[config.mk]
export PLATFORM = sky130hd
export DESIGN_NAME = sram_ctrl_flat
export DESIGN_NICKNAME = d
export VERILOG_FILES = /design/src/rtl/sram_pkg.sv /design/src/rtl/sram_ctrl_if.sv /design/src/rtl/sram_ctrl.sv /design/src/flat_wrapper.sv
export SDC_FILE = /design/constraint.sdc
export NUM_CORES = 1
export LEC_CHECK = 0
export CAP_MARGIN = 15
export CORE_MARGIN = 2
export CORE_UTILIZATION = 40
export DETAILED_ROUTE_END_ITERATION = 12
export PLACE_DENSITY = 0.78
export SLEW_MARGIN = 20
export SYNTH_ARGS = -nofsm -noshare
export SYNTH_HDL_FRONTEND = slang
export SYNTH_SLANG_ARGS = --single-unit
[constraint.sdc]
create_clock -name clk -period 1.65 [get_ports clk]
set_clock_uncertainty 0.1 [all_clocks]
set_input_delay 0.2475 -clock clk [delete_from_list [all_inputs] [get_ports clk]]
set_output_delay 0.2475 -clock clk [all_outputs]
set_load 0.01 [all_outputs]
[src/rtl/sram_pkg.sv]
// Constants and controller state encoding shared by the SRAM macro instance
// and its request-side controller.
package sram_pkg;

  localparam int SRAM_DEPTH = 10;
  localparam int SRAM_AW    = 4;
  localparam int SRAM_DW    = 4;

  typedef enum logic [2:0] {
    IDLE,
    ACCESS,
    CAPTURE,
    RESP,
    CLEAR
  } ctrl_state_t;

endpackage

[src/rtl/sram_ctrl_if.sv]
// Request/response handshake bundle between a requester (master) and the
// SRAM controller (slave).
interface sram_ctrl_if
  import sram_pkg::*;
#(
  parameter int AW = SRAM_AW,
  parameter int DW = SRAM_DW
) ();

  logic          req_valid;
  logic          req_ready;
  logic          req_we;
  logic [AW-1:0] req_addr;
  logic [DW-1:0] req_wdata;
  logic          rsp_valid;
  logic          rsp_ready;
  logic [DW-1:0] rsp_rdata;
  logic          rsp_err;

  modport master (
    output req_valid, req_we, req_addr, req_wdata, rsp_ready,
    input  req_ready, rsp_valid, rsp_rdata, rsp_err
  );

  modport slave (
    input  req_valid, req_we, req_addr, req_wdata, rsp_ready,
    output req_ready, rsp_valid, rsp_rdata, rsp_err
  );

endinterface

[src/rtl/sram_ctrl.sv]
// Request-side controller for the SRAM macro: sequences single reads/writes
// through the macro's registered read, checks address range, and zero-fills.
module sram_ctrl
  import sram_pkg::*;
#(
  parameter int DEPTH = SRAM_DEPTH,
  parameter int AW    = SRAM_AW,
  parameter int DW    = SRAM_DW
) (
  input  logic          clk,
  input  logic          rst_n,
  sram_ctrl_if.slave    bus,
  input  logic          clear_req,
  output logic          busy,
  output logic          mem_we,
  output logic [AW-1:0] mem_address,
  output logic [DW-1:0] mem_write_in,
  input  logic [DW-1:0] mem_data_out
);

  localparam logic [AW-1:0] DEPTH_A = AW'(DEPTH);

  ctrl_state_t   state, state_n;
  logic          clear_pend, clear_pend_n;
  logic [AW-1:0] clr_cnt, clr_cnt_n;
  logic          mem_we_n;
  logic [AW-1:0] mem_address_n;
  logic [DW-1:0] mem_write_in_n;
  logic          rsp_valid_q, rsp_valid_n;
  logic [DW-1:0] rsp_rdata_q, rsp_rdata_n;
  logic          rsp_err_q, rsp_err_n;

  assign bus.req_ready = (state == IDLE) && !clear_pend;
  assign busy          = (state != IDLE) || clear_pend;
  assign bus.rsp_valid = rsp_valid_q;
  assign bus.rsp_rdata = rsp_rdata_q;
  assign bus.rsp_err   = rsp_err_q;

  always_ff @(posedge clk) begin
    if (!rst_n) begin
      state        <= IDLE;
      clear_pend   <= 1'b0;
      clr_cnt      <= '0;
      mem_we       <= 1'b0;
      mem_address  <= '0;
      mem_write_in <= '0;
      rsp_valid_q  <= 1'b0;
      rsp_rdata_q  <= '0;
      rsp_err_q    <= 1'b0;
    end else begin
      state        <= state_n;
      clear_pend   <= clear_pend_n;
      clr_cnt      <= clr_cnt_n;
      mem_we       <= mem_we_n;
      mem_address  <= mem_address_n;
      mem_write_in <= mem_write_in_n;
      rsp_valid_q  <= rsp_valid_n;
      rsp_rdata_q  <= rsp_rdata_n;
      rsp_err_q    <= rsp_err_n;
    end
  end

  always_comb begin
    state_n        = state;
    clear_pend_n   = clear_pend | clear_req;
    clr_cnt_n      = clr_cnt;
    mem_we_n       = mem_we;
    mem_address_n  = mem_address;
    mem_write_in_n = mem_write_in;
    rsp_valid_n    = rsp_valid_q;
    rsp_rdata_n    = rsp_rdata_q;
    rsp_err_n      = rsp_err_q;

    case (state)
      IDLE: begin
        if (clear_pend) begin
          clr_cnt_n = '0;
          state_n   = CLEAR;
        end else if (bus.req_valid && bus.req_ready) begin
          if (bus.req_addr >= DEPTH_A) begin
            rsp_err_n   = 1'b1;
            rsp_rdata_n = '0;
            rsp_valid_n = 1'b1;
            state_n     = RESP;
          end else begin
            mem_address_n  = bus.req_addr;
            mem_write_in_n = bus.req_wdata;
            mem_we_n       = bus.req_we;
            state_n        = ACCESS;
          end
        end
      end

      // mem_we is only ever raised on entry for writes, so it doubles as the
      // read/write flag for the access in flight.
      ACCESS: begin
        mem_we_n = 1'b0;
        if (mem_we) begin
          rsp_rdata_n = '0;
          rsp_err_n   = 1'b0;
          rsp_valid_n = 1'b1;
          state_n     = RESP;
        end else begin
          state_n = CAPTURE;
        end
      end

      CAPTURE: begin
        rsp_rdata_n = mem_data_out;
        rsp_err_n   = 1'b0;
        rsp_valid_n = 1'b1;
        state_n     = RESP;
      end

      RESP: begin
        if (bus.rsp_ready) begin
          rsp_valid_n = 1'b0;
          state_n     = IDLE;
        end
      end

      // Further clear requests during a pass are absorbed.
      CLEAR: begin
        clear_pend_n = clear_pend;
        if (clr_cnt == DEPTH_A) begin
          mem_we_n     = 1'b0;
          clear_pend_n = 1'b0;
          state_n      = IDLE;
        end else begin
          mem_we_n       = 1'b1;
          mem_address_n  = clr_cnt;
          mem_write_in_n = '0;
          clr_cnt_n      = clr_cnt + AW'(1);
        end
      end

      default: state_n = IDLE;
    endcase
  end

endmodule

[src/flat_wrapper.sv]
// flat-port wrapper written by rule: the top's interface ports become plain ports
module sram_ctrl_flat import sram_pkg::*;
#(
  parameter int DEPTH = SRAM_DEPTH,
  parameter int AW    = SRAM_AW,
  parameter int DW    = SRAM_DW
)
  (clk, rst_n, clear_req, busy, mem_we, mem_address, mem_write_in, mem_data_out, bus_req_valid, bus_req_we, bus_req_addr, bus_req_wdata, bus_rsp_ready, bus_req_ready, bus_rsp_valid, bus_rsp_rdata, bus_rsp_err);
  sram_ctrl_if #(.AW(AW), .DW(DW)) bus_i ();
  input  logic clk;
  input  logic rst_n;
  input  logic clear_req;
  output logic busy;
  output logic mem_we;
  output logic [AW-1:0] mem_address;
  output logic [DW-1:0] mem_write_in;
  input  logic [DW-1:0] mem_data_out;
  input wire logic [$bits(bus_i.req_valid)-1:0] bus_req_valid;
  input wire logic [$bits(bus_i.req_we)-1:0] bus_req_we;
  input wire logic [$bits(bus_i.req_addr)-1:0] bus_req_addr;
  input wire logic [$bits(bus_i.req_wdata)-1:0] bus_req_wdata;
  input wire logic [$bits(bus_i.rsp_ready)-1:0] bus_rsp_ready;
  output wire logic [$bits(bus_i.req_ready)-1:0] bus_req_ready;
  output wire logic [$bits(bus_i.rsp_valid)-1:0] bus_rsp_valid;
  output wire logic [$bits(bus_i.rsp_rdata)-1:0] bus_rsp_rdata;
  output wire logic [$bits(bus_i.rsp_err)-1:0] bus_rsp_err;
  assign bus_i.req_valid = bus_req_valid;
  assign bus_i.req_we = bus_req_we;
  assign bus_i.req_addr = bus_req_addr;
  assign bus_i.req_wdata = bus_req_wdata;
  assign bus_i.rsp_ready = bus_rsp_ready;
  assign bus_req_ready = bus_i.req_ready;
  assign bus_rsp_valid = bus_i.rsp_valid;
  assign bus_rsp_rdata = bus_i.rsp_rdata;
  assign bus_rsp_err = bus_i.rsp_err;
  sram_ctrl #(.DEPTH(DEPTH), .AW(AW), .DW(DW)) u_core (.clk(clk), .rst_n(rst_n), .bus(bus_i), .clear_req(clear_req), .busy(busy), .mem_we(mem_we), .mem_address(mem_address), .mem_write_in(mem_write_in), .mem_data_out(mem_data_out));
endmodule
==> impl_summary.txt <==
----------------------------------------------------
[Min path]
  Type of the tightest min-delay check ... in2reg
  Min-Delay Startpoint ... clear_req
  Hold path endpoint ... u_core.clear_pend
  Worst hold path cell count ... 3

[Setup path]
  Critical Path Fanout Max ... 3
  R2R cell count ... 6
  Critical Path, Cell by Cell ... or4_4 > buf_2
  Reg2reg setup slack ... -0.03 ns
  Worst Setup End Kind ... output pin
  Worst Setup Path Type ... reg2out
  Startpoint Class ... flip-flop
  Maximum cell stage delay along the critical path ... roughly 0.55 ns
  Cell type of the slowest stage on the worst timing path ... sky130_fd_sc_hd__or4_4
  RR Endpoint ... u_core.mem_address[0]
  Critical path data required time ... approximately 1.3 ns
  Arrival time reported for the critical path endpoint ... 1.36 ns
  Worst reg2reg startpoint ... u_core.clear_pend

[GRT]
  Wire length of the first global-routing pass ... about 4700 um
  All-layer global routing usage ... 18.5%
  Overall overflow remaining after global route ... 0
  Vias in the first global route ... approximately 1,100
  Number of antenna violations at the first check in global routing ... 0
  Largest net degree at the start of global routing ... 19

[Synthesis]
  Area share of and/or/nand/nor cells after synthesis ... 18.4%
  Count of warnings emitted by yosys ... 0
  Net Count, Synth ... 140
  Adder and majority cell fraction of the synthesized area ... ~2.3%
  Cell taking the most area after synthesis ... sky130_fd_sc_hd__dfxtp_1
  Fraction of the yosys area taken by sequential cells ... between 40% and 50%
  Xor/xnor cell area share of the yosys netlist ... less than 1%
  Largest family of logic cells by synthesized area ... compound AO/OA/AOI/OAI gates
  Cell area after synthesis ... 1090 um^2
  Mean Syn Cell Area ... between 9 and 10 um^2
  Synth top area share ... a little over two fifths
  Fraction of the mapped netlist area in compound gates ... 27.9%
  Count of state elements after synthesis ... 23
  Mux cell area share after synthesis ... under 10%
  Cell variety after synth ... 40
  Post-synthesis cell count ... 120
  Dominant cells by area after synthesis ... sky130_fd_sc_hd__dfxtp_1 (42%), sky130_fd_sc_hd__o21ai_0 (4.1%), sky130_fd_sc_hd__a22o_1 (4.0%)

[Route]
  Drt drc ... 0
  Via count of the routed design ... 1,166
  Wire length after detailed routing ... about 3100 um
  1st-pass router iterations ... 4
  Detail Route Antenna Nets ... 0
  Wirelength per Cell ... between 15 and 20 um
  Iteration-0 DRC count of the detailed router ... 43
  Detailed-route vias per instance ... around 5.7

[Timing]
  Accumulated negative setup slack ... -0.299 ns
  Achievable Freq ... just under 600 MHz
  Worst slew pin tran ... 0.360 ns
  Fin Hold WS ... about 0.37 ns
  Max-slew violation total from the final report ... 0
  Setup repair after global routing missed its margin ... true
  Hold Fails Final Rpt ... 0
  Worst Slack Setup Final ... -0.0594 ns
  # setup viols final ... 8
  Shortest clock period the worst path allows after layout ... approximately 1.7 ns
  Final clock period utilization by the worst path ... 104%
  Worst slew margin ... 75.8%

[Outcome]
  Failing checks ... setup timing
  Status ... finished with violations

[Place]
  Global placer's final weighted congestion ... about 0.83
  Setup slack at placement ... -0.437 ns
  Number of buffers added on ports ... 34
  DP Area ... about 1600 um^2
  DP HPWL ... roughly 2200 um
  Placed Instances ... 198

[Finish]
  Non-filler cells, final ... between 200 and 250
  Diode insertion count for antenna repair ... 0
  Net count of the finished layout ... just under 200
  Proportion of layout cells with a drive suffix above 1 ... ~28%
  Layout-stage area growth over the synthesis result ... 58.3%
  Post-route cell area ... about 1700 um^2
  Final Core Density ... 68.2%

[Power]
  Total Power ... slightly above 2 mW
  Psw ... approximately 0.73 mW
  Peak ir drop on the vdd network ... approximately 0.81 mV
  Net switching fraction of the power ... between 30 and 40%
  Relative contribution of the clock network to total power ... 12.9%
  Proportion of power drawn by combinational gates ... between 50% and 60%
  Leakage power of the design ... approximately 0.67 nW
  Cell Int Power ... around 1.3 mW
  Power per standard cell area ... ~1200 nW/um^2
  Register share of total power ... between 30% and 40%

[CTS]
  Insertion delay of the later-clocked pin in the worst-skew pair ... about 0.31 ns
  Hold buffer count at CTS ... 0
  TritonCTS clock tree ... yes
  Clock H-tree levels ... 1
  Clock slew seen by the registers of the worst setup and hold paths ... 0.12 ns
  Clk sinks ... 23
  Number of buffers on the longest clock path ... 2
  CTS Buf Count ... 3
  CTS Root Buffer Type ... sky130_fd_sc_hd__clkbuf_4

[Floorplanning]
  Horiz. Die Dim ... 56.1 um
  Die footprint ... about 3100 um^2
  Top-level I/O count ... 35
  Effective utilization at floorplan ... a little over two fifths
  Die span in y ... 56.1 um
  Standard-cell rows ... 18
  Placeable core area ... ~2500 um^2

[Job]
  Number of maximum-capacitance constraint violations ... 0

----------------------------------------------------
cell usage after synthesis:
master                     count
sky130_fd_sc_hd__nor3b_1       1
sky130_fd_sc_hd__o21ai_0       9
sky130_fd_sc_hd__nand3b_1      2
sky130_fd_sc_hd__ha_1          2
sky130_fd_sc_hd__or3b_2        1
sky130_fd_sc_hd__and3_1        1
sky130_fd_sc_hd__a32o_1        4
sky130_fd_sc_hd__inv_1         8
sky130_fd_sc_hd__a22o_1        5
sky130_fd_sc_hd__mux2i_1       1
sky130_fd_sc_hd__nand3_1       2
sky130_fd_sc_hd__a311oi_1      1
sky130_fd_sc_hd__nor4_1        1
sky130_fd_sc_hd__o211a_1       2
sky130_fd_sc_hd__a221oi_1      3
sky130_fd_sc_hd__a31o_2        1
sky130_fd_sc_hd__clkbuf_4      1
sky130_fd_sc_hd__clkbuf_1      2
sky130_fd_sc_hd__nand2b_4      1
sky130_fd_sc_hd__buf_2         3
sky130_fd_sc_hd__or2_2         1
sky130_fd_sc_hd__nor3_1        3
sky130_fd_sc_hd__a21o_1        2
sky130_fd_sc_hd__o211ai_1      2
sky130_fd_sc_hd__o31ai_1       1
sky130_fd_sc_hd__o21a_1        1
sky130_fd_sc_hd__dfxtp_1      23
sky130_fd_sc_hd__nor2b_1       1
sky130_fd_sc_hd__buf_4         1
sky130_fd_sc_hd__or4b_2        1
sky130_fd_sc_hd__mux2_2        1
sky130_fd_sc_hd__or4_1         1
sky130_fd_sc_hd__nand2_1       4
sky130_fd_sc_hd__nand2b_1      1
sky130_fd_sc_hd__xnor2_1       1
sky130_fd_sc_hd__or3_1         3
sky130_fd_sc_hd__nor2_1        8
sky130_fd_sc_hd__nand4b_1      2
sky130_fd_sc_hd__o22ai_1       4
sky130_fd_sc_hd__a21oi_1       8
cell usage in the layout (no fill, tap or decap), types with 2 or more instances in the layout:
| cell type | Yosys | layout |
|---|---|---|
| sky130_fd_sc_hd__clkdlybuf4s50_1 | 0 | 32 |
| sky130_fd_sc_hd__a22o_1 | 5 | 5 |
| sky130_fd_sc_hd__o211ai_1 | 2 | 2 |
| sky130_fd_sc_hd__or3_1 | 3 | 2 |
| sky130_fd_sc_hd__nand2_1 | 4 | 4 |
| sky130_fd_sc_hd__nand4b_1 | 2 | 2 |
| sky130_fd_sc_hd__o22ai_1 | 4 | 2 |
| sky130_fd_sc_hd__a32o_1 | 4 | 4 |
| sky130_fd_sc_hd__nand3b_1 | 2 | 2 |
| sky130_fd_sc_hd__buf_4 | 1 | 21 |
| sky130_fd_sc_hd__nor3_1 | 3 | 2 |
| sky130_fd_sc_hd__dfxtp_2 | 0 | 3 |
| sky130_fd_sc_hd__o22ai_2 | 0 | 2 |
| sky130_fd_sc_hd__buf_6 | 0 | 3 |
| sky130_fd_sc_hd__ha_1 | 2 | 2 |
| sky130_fd_sc_hd__inv_1 | 8 | 7 |
| sky130_fd_sc_hd__dfxtp_1 | 23 | 20 |
| sky130_fd_sc_hd__clkbuf_4 | 1 | 3 |
| sky130_fd_sc_hd__o211a_1 | 2 | 2 |
| sky130_fd_sc_hd__nand3_1 | 2 | 2 |
| sky130_fd_sc_hd__a221oi_2 | 0 | 2 |
| sky130_fd_sc_hd__a21oi_1 | 8 | 8 |
| sky130_fd_sc_hd__nor2_1 | 8 | 8 |
| sky130_fd_sc_hd__o21ai_0 | 9 | 8 |
power by group through the flow:
stage | clock [mW] | sequential (mW) | combinational (mW)
after global placement | 0 | 0.713 | 0.868
after CTS | 0.273 | 0.707 | 0.938
after detailed placement | 0 | 0.715 | 0.891
final | 0.260 | 0.711 | 1.04
after global routing | 0.291 | 0.725 | 1.12
after floorplan | 0 | 0.750 | 0.443
worst max-delay path by stage:
| stage | slack (ns) | end | depth (start not counted) | from |
|---|---|---|---|---|
| finish | -0.06 | busy | 2 | u_core.clear_pend |
| global route | -0.11 | busy | 2 | u_core.clear_pend |
| CTS | -0.07 | busy | 2 | u_core.clear_pend |
| detailed placement | -0.44 | u_core.mem_address[0] | 5 | bus_req_addr[2] |
| global placement | -0.30 | u_core.mem_write_in[0] | 5 | bus_req_addr[2] |
| floorplan | 0.03 | u_core.state[1] | 5 | u_core.state[2] |
sequential cells by signal, summed over array words and instances, names as in the netlist:
register / flops
u_core.bus.rsp_rdata: 4
u_core.clr_cnt: 4
u_core.mem_address: 4
u_core.mem_write_in: 4
u_core.state: 3
u_core.bus.rsp_err: 1
u_core.bus.rsp_valid: 1
u_core.clear_pend: 1
u_core.mem_we: 1
logic make-up (layout without fill, tap and decap cells):
kind of cell             Yosys count  after routing
buffers and inverters             15             69
XOR/XNOR                           1              1
multiplexers                       2              2
AO/OA/AOI/OAI                     43             43
adder cells (fa/ha/maj)            2              2
flip-flops                        23             23
AND/OR/NAND/NOR                   34             34
worst max-delay path, delay by kind of cell (launching register included):
kind / cells / cell delay (ns)
flip-flops: 1 / 0.34
AND/OR/NAND/NOR: 1 / 0.55
buffers and inverters: 1 / 0.16
per-layer routing:
metal  vias up  GRT usage (%)  wire [um]
met1       555           23.0       1270
met3         7           2.56        171
li1        558              -          -
met4         0           7.82         61
met5         -              0          0
met2        46           31.8       1630
area by class of cell:
| type | instances | area (um^2) |
|---|---|---|
| fill | 210 | 803 |
| timing repair buffer | 57 | 517 |
| multi-input combinational | 82 | 643 |
| sequential | 23 | 464 |
| tap | 30 | 37.5 |
| clock buffer | 3 | 22.5 |
| inverter | 8 | 30.0 |
| clock inverter | 1 | 5.00 |
repair_timing:
| item | 4_1_cts | 5_1_grt |
|---|---|---|
| setup buffers | 0 | 2 |
| setup endpoints to repair | 8 | 16 |
| resized for setup | 18 | 11 |
| pin swaps | 8 | 4 |
Power figures use the tool's default switching activity.
